<file path="config.mk">
export PLATFORM = sky130hd
export DESIGN_NAME = instr_fetch_unit
export DESIGN_NICKNAME = d
export VERILOG_FILES = /design/src/rtl/instr_fetch_unit.sv
export SDC_FILE = /design/constraint.sdc
export NUM_CORES = 1
export LEC_CHECK = 0
export CAP_MARGIN = 0
export CORE_MARGIN = 4
export CORE_UTILIZATION = 30
export CTS_CLUSTER_SIZE = 30
export DETAILED_ROUTE_END_ITERATION = 8
export PLACE_DENSITY = 0.68
export SETUP_SLACK_MARGIN = 0.3
export SYNTH_ARGS = -nofsm -noshare
export SYNTH_HDL_FRONTEND = slang
export SYNTH_SLANG_ARGS = --single-unit
</file>
<file path="constraint.sdc">
create_clock -name clock -period 1.8 [get_ports clock]
set_clock_uncertainty 0.1 [all_clocks]
set_input_delay 0.18 -clock clock [delete_from_list [all_inputs] [get_ports clock]]
set_output_delay 0.18 -clock clock [all_outputs]
set_load 0.05 [all_outputs]
</file>
<file path="src/rtl/instr_fetch_unit.sv">
// instr_fetch_unit: owns the PC, fetches one instruction word per request from a
// variable-latency memory into the IR, and presents the decoded fields to the
// multicycle control unit. The control unit can overwrite the PC at any time.
// Optional feature: define FETCH_TIMEOUT_EN to abort a fetch after MAX_WAIT cycles
// without an acknowledge and raise a sticky fetch_err flag.
module instr_fetch_unit #(
    parameter int                ADDR_W   = 32,
    parameter logic [ADDR_W-1:0] RESET_PC = '0
`ifdef FETCH_TIMEOUT_EN
    ,
    parameter int                MAX_WAIT = 15
`endif
) (
    input  logic              clock,
    input  logic              reset,
    input  logic              fetch_req,
    input  logic              pc_write,
    input  logic [ADDR_W-1:0] pc_in,
    input  logic [31:0]       mem_rdata,
    input  logic              mem_ack,
    output logic              mem_rd,
    output logic [ADDR_W-1:0] mem_addr,
    output logic [ADDR_W-1:0] pc,
    output logic [31:0]       ir,
    output logic [5:0]        opcode,
    output logic [4:0]        rs,
    output logic [4:0]        rt,
    output logic [4:0]        rd,
    output logic [4:0]        shamt,
    output logic [5:0]        funct,
    output logic [15:0]       imm16,
    output logic              ir_valid,
    output logic              busy,
    output logic              fetch_err
);

    typedef enum logic {
        IDLE  = 1'b0,
        FETCH = 1'b1
    } state_t;

    // The two low PC bits are forced to zero whenever a new value is loaded.
    localparam logic [ADDR_W-1:0] ALIGN_MASK = ~ADDR_W'(3);

    state_t            state_q, state_d;
    logic [ADDR_W-1:0] pc_q, pc_d;
    logic [31:0]       ir_q, ir_d;
    logic              ir_valid_q, ir_valid_d;
    logic              mem_rd_q, mem_rd_d;
    logic              fetch_err_q, fetch_err_d;

`ifdef FETCH_TIMEOUT_EN
    localparam int CNT_W = (MAX_WAIT < 2) ? 1 : $clog2(MAX_WAIT);
    localparam logic [CNT_W-1:0] LAST_WAIT = CNT_W'(MAX_WAIT - 1);
    logic [CNT_W-1:0] wait_cnt_q, wait_cnt_d;
`endif

    // Next-state logic: FSM transitions, PC update (pc_write beats the +4),
    // IR capture on ack, and optional timeout abort.
    always_comb begin
        state_d     = state_q;
        pc_d        = pc_q;
        ir_d        = ir_q;
        ir_valid_d  = ir_valid_q;
        mem_rd_d    = mem_rd_q;
        fetch_err_d = fetch_err_q;
`ifdef FETCH_TIMEOUT_EN
        wait_cnt_d  = wait_cnt_q;
`endif
        case (state_q)
            IDLE: begin
                if (fetch_req) begin
                    state_d     = FETCH;
                    mem_rd_d    = 1'b1;
                    ir_valid_d  = 1'b0;
                    fetch_err_d = 1'b0;
`ifdef FETCH_TIMEOUT_EN
                    wait_cnt_d  = '0;
`endif
                end
            end
            FETCH: begin
                if (mem_ack) begin
                    state_d    = IDLE;
                    mem_rd_d   = 1'b0;
                    ir_d       = mem_rdata;
                    ir_valid_d = 1'b1;
                    pc_d       = pc_q + ADDR_W'(4);
                end
`ifdef FETCH_TIMEOUT_EN
                else if (wait_cnt_q == LAST_WAIT) begin
                    state_d     = IDLE;
                    mem_rd_d    = 1'b0;
                    fetch_err_d = 1'b1;
                end else begin
                    wait_cnt_d = wait_cnt_q + CNT_W'(1);
                end
`endif
            end
            default: begin
                state_d  = IDLE;
                mem_rd_d = 1'b0;
            end
        endcase
        if (pc_write) begin
            pc_d = pc_in & ALIGN_MASK;
        end
    end

    // State and output registers; reset aborts any in-flight fetch.
    always_ff @(posedge clock or posedge reset) begin
        if (reset) begin
            state_q     <= IDLE;
            pc_q        <= RESET_PC & ALIGN_MASK;
            ir_q        <= '0;
            ir_valid_q  <= 1'b0;
            mem_rd_q    <= 1'b0;
            fetch_err_q <= 1'b0;
        end else begin
            state_q     <= state_d;
            pc_q        <= pc_d;
            ir_q        <= ir_d;
            ir_valid_q  <= ir_valid_d;
            mem_rd_q    <= mem_rd_d;
            fetch_err_q <= fetch_err_d;
        end
    end

`ifdef FETCH_TIMEOUT_EN
    // Cycles spent waiting in the current fetch.
    always_ff @(posedge clock or posedge reset) begin
        if (reset) begin
            wait_cnt_q <= '0;
        end else begin
            wait_cnt_q <= wait_cnt_d;
        end
    end
    assign fetch_err = fetch_err_q;
`else
    assign fetch_err = 1'b0;
`endif

    assign mem_rd   = mem_rd_q;
    assign mem_addr = pc_q;
    assign pc       = pc_q;
    assign busy     = (state_q == FETCH);
    assign ir       = ir_q;
    assign ir_valid = ir_valid_q;
    assign opcode   = ir_q[31:26];
    assign rs       = ir_q[25:21];
    assign rt       = ir_q[20:16];
    assign rd       = ir_q[15:11];
    assign shamt    = ir_q[10:6];
    assign funct    = ir_q[5:0];
    assign imm16    = ir_q[15:0];

endmodule

</file>
---- Word level (Yosys, flattened, before mapping) ----
Cells that the tools add are included.
operators by class
  add/subtract/negate cells ............... 1
  equal/unequal tests ..................... 2
  multiplexer cells ....................... 12
  bitwise gates (word level) .............. 1
  reduce and logical (&&, ||, !) cells .... 5
operators with widths
  kind                     count
  $mux W32                 3
  $add A32 B3 Y32 const B  1
  $mux W1                  6
  $pmux W1 S2              3
  $reduce_and A2 Y1        3
  $ne A2 B2 Y1 const B     2
  $reduce_bool A2 Y1       2
  $not A1 Y1               1
word-level totals
  register bits ........................... 67
  input bits .............................. 69
  output and inout bits ................... 148
  word-level logic and storage cells ...... 26

---- Longest topological paths before layout ----
  depth in word-level cells ............... 4
  mapped depth ............................ 5
  depth with buffers taken out ............ 5

---- Least setup slack after synthesis ----
Ideal clock, no wire load.
  kind .................................... reg2reg
  start point ............................. register state_q, in the netlist busy
  end point ............................... register pc_q[17], in the netlist mem_addr[17]
  setup time .............................. 0.070 ns
  data arrival time ....................... 2.152 ns
  required time ........................... 1.630 ns
  path slack .............................. -0.522 ns
  cell stages (with the launch flop) ...... 6
  path buffers ............................ 1
  period minus slack after synthesis ...... 2.322 ns
  cell sequence ........................... dfrtp_1 -> buf_2 -> nand4_4 -> or4_4 -> or4_1 -> nand3_1
between the ends
  word-level cells in the longest chain between the ends .. 2
ends and longest elaborated chain
  item                          line  source
  start, declared               45    state_t state_q, state_d;
  start signal, assigned        120   state_q <= state_d;
  $reduce_bool A2 Y1 (no line)  n/a
  $reduce_and A2 Y1 (no line)   n/a
  end signal, assigned          114   pc_q <= RESET_PC & ALIGN_MASK;
  end signal, assigned          121   pc_q <= pc_d;
  end, declared                 46    logic [ADDR_W-1:0] pc_q, pc_d;
No other way between the ends.
A chain may end at the register's enable or synchronous reset.

---- Worst setup path in the final report ----
Same ends and word-level chain as after synthesis.

==> flow_summary.json <==
{
  "synth_top_family_by_area": "buffers and inverters",
  "synth.distinct_cells": 43,
  "cts_htree_levels": 3,
  "status": "finished, final reports clean",
  "routed_wl_um": 11700,
  "coreArea_sq_mm": 0.0121,
  "clkTransAtPathRegs_ns": 0.06,
  "drive_gt1_share_pct": 53.2,
  "period_share_pct": 96.3,
  "path_class": "reg2reg",
  "synthMuxAreaShare_pct": 10.2,
  "synth_common_cells": "buf_4 (83), dfrtp_1 (65), mux2_2 (32), nand2_1 (30)",
  "area_growth_pct": 68.9,
  "grt_max_degree": 66,
  "ys.flop_type": "dfrtp_1",
  "syn_area_sq_mm": 0.00373,
  "peakVddDrop_mv": 0.510,
  "synth_most_common_cell": "buf_4",
  "post-route-util_pct": 52.0,
  "antenna_left": 0,
  "place_inst": 702,
  "ctsHoldBuffers": 0,
  "clockRootBuffer": "clkbuf_16",
  "drcViolationCount": 0,
  "endpoint_kind": "flip-flop",
  "final-instance-count-excl-fill": 738,
  "synth.avg_cell_area_sq_um": 10.0,
  "fmax_mhz": 577,
  "ioPinCount": 217,
  "overflow": 0,
  "finalCriticalPeriod_ns": 1.73,
  "synth_adder_area_share_pct": 0.335,
  "grt_pass1_wl_um": 17300,
  "synth_top_cell_area_share_pct": 43.6,
  "io_buffer_count": 209,
  "gp_congestion": 0.827,
  "p_total_mw": 7.53,
  "crit_arrival_ns": 1.89,
  "wl_per_cell_um": 15.9,
  "rsz0062_at_grt": "yes",
  "ys_ff_latch": 65,
  "first_iter_violations": 132,
  "synth_area_leaders": "dfrtp_1 (44%), buf_4 (17%), mux2_2 (9.7%)",
  "start_util_pct": 30.8,
  "hold_violations": 0,
  "core.rowCount": 40,
  "setup_viol": 0,
  "clkSinkCount": 65,
  "routed_via_density": 4.55,
  "cp-start-kind": "flip-flop",
  "grt_pass1_vias": 3367,
  "synthArstFlopShare_pct": 100,
  "die_w_um": 120,
  "place_area_sq_mm": 0.00553,
  "cp_max_fo": 5,
  "grt_usage_pct": 15.0,
  "dr_total_vias": 3360,
  "drv_slew": 0,
  "grt_antenna_before_repair": 0,
  "cts_buffers": 9,
  "stdcell_area_sq_mm": 0.00630,
  "dpl.hpwl_um": 8340,
  "setup_tns_ns": 0,
  "n_antenna_cell": 0,
  "cp.required_ns": 1.95,
  "synth_compound_area_share_pct": 6.94,
  "min_path_type": "in2async",
  "synth-edff-count": 0,
  "powerDensity_mw_per_mm2": 1200,
  "yosysWarnings": 0,
  "synthSimpleGateAreaFrac_pct": 16.0,
  "synthCells": 373,
  "cts_buffer_depth": 2,
  "layout.nets": 635,
  "cts_tree": "yes",
  "die_h_um": 120,
  "maxCapViolCount": 0,
  "power.leakage_nw": 2.96,
  "yosysTopAreaCell": "dfrtp_1",
  "fillers": 1106,
  "seq_area_frac_synth_pct": 43.6,
  "synth_xor_area_share_pct": 3.05,
  "dr.pass1.iters": 4,
  "die_area_sq_mm": 0.0143,
  "clk_latency_ns": 0.32
}
## report_power, final
| group | leakage [nW] | internal, mW | switching, mW |
|---|---|---|---|
| clock | 0.180 | 1.50 | 0.662 |
| combinational | 2.04 | 1.11 | 2.36 |
| sequential | 0.747 | 1.69 | 0.215 |
## cells by family after synthesis
kind of cell / count (synthesis)
xor gates and xnor gates: 13
AOI/OAI and AO/OA: 38
other: 1
adders and majority gates: 1
DFF: 65
and+or+nand+nor: 108
muxes: 34
buffers and inverters: 113
## sequential cells by signal (all words and copies together), names as in the netlist
| signal | flops |
|---|---|
| busy | 1 |
| ir_valid | 1 |
| mem_addr | 30 |
| ir | 32 |
| mem_rd | 1 |
## final timing paths
| check | endpoint | start | cells past startpoint | slack [ns] |
|---|---|---|---|---|
| max in group asynchronous | mem_addr[8] | reset | 3 | 1.08 |
| max reg2reg | mem_addr[17] | busy | 4 | 0.07 |
| min reg2reg | ir[16] | ir[16] | 1 | 0.43 |
| min | ir[5] | reset | 3 | 0.22 |
| min in group clock | mem_addr[15] | pc_write | 3 | 0.22 |
| max | mem_addr[17] | busy | 4 | 0.07 |
## through the flow
| step | hold WS (ns) | setup WS, ns |
|---|---|---|
| after floorplan | 0.169 | -0.221 |
| after global placement | 0.409 | -0.273 |
| after detailed placement | 0.422 | -0.307 |
| after CTS | 0.191 | 0.0486 |
| after global routing | 0.245 | 0.0144 |
| final | 0.215 | 0.0666 |
## critical path, cell delays in order (launching register included)
cell     delay, ns
dfrtp_2       0.38
nand4_4       0.11
or4_4         0.55
or4_1         0.42
nand3_1       0.09
## repair_timing
item | CTS | global route
gates resized for setup | 76 | 75
endpoints found under the setup margin | 52 | 84
buffers inserted | 6 | 9
cloned | 0 | 5
pin swaps | 5 | 11
## area by class of cell
| class | count | area, sq um | area share [%] |
|---|---|---|---|
| inverter | 18 | 71.3 | 1.13 |
| clock buffer | 9 | 225 | 3.58 |
| tap | 168 | 210 | 3.34 |
| sequential | 65 | 1650 | 26.3 |
| timing repair buffer | 272 | 2330 | 37.0 |
| clock inverter | 7 | 143 | 2.26 |
| multi-input combinational | 199 | 1660 | 26.4 |
## placed cells by master (no fill, tap or decap), types with 12 or more instances in the layout
master / instances
dfrtp_2: 22
buf_4: 162
mux2_4: 24
dfrtp_1: 43
nor2_1: 17
nand2_1: 29
clkdlybuf4s50_1: 64
clkbuf_2: 19
nand3_1: 12
clkbuf_16: 12
nand4_1: 12
inv_1: 16
## per-layer routing
layer | part of all wire (%) | vias up | track usage, %
li1 | - | 1591 | -
met1 | 39 | 1622 | 16.9
met5 | 0 | - | 0
met4 | 1.7 | 0 | 5.30
met2 | 53 | 132 | 27.9
met3 | 7.0 | 15 | 3.30
Power figures use the tool's default switching activity.
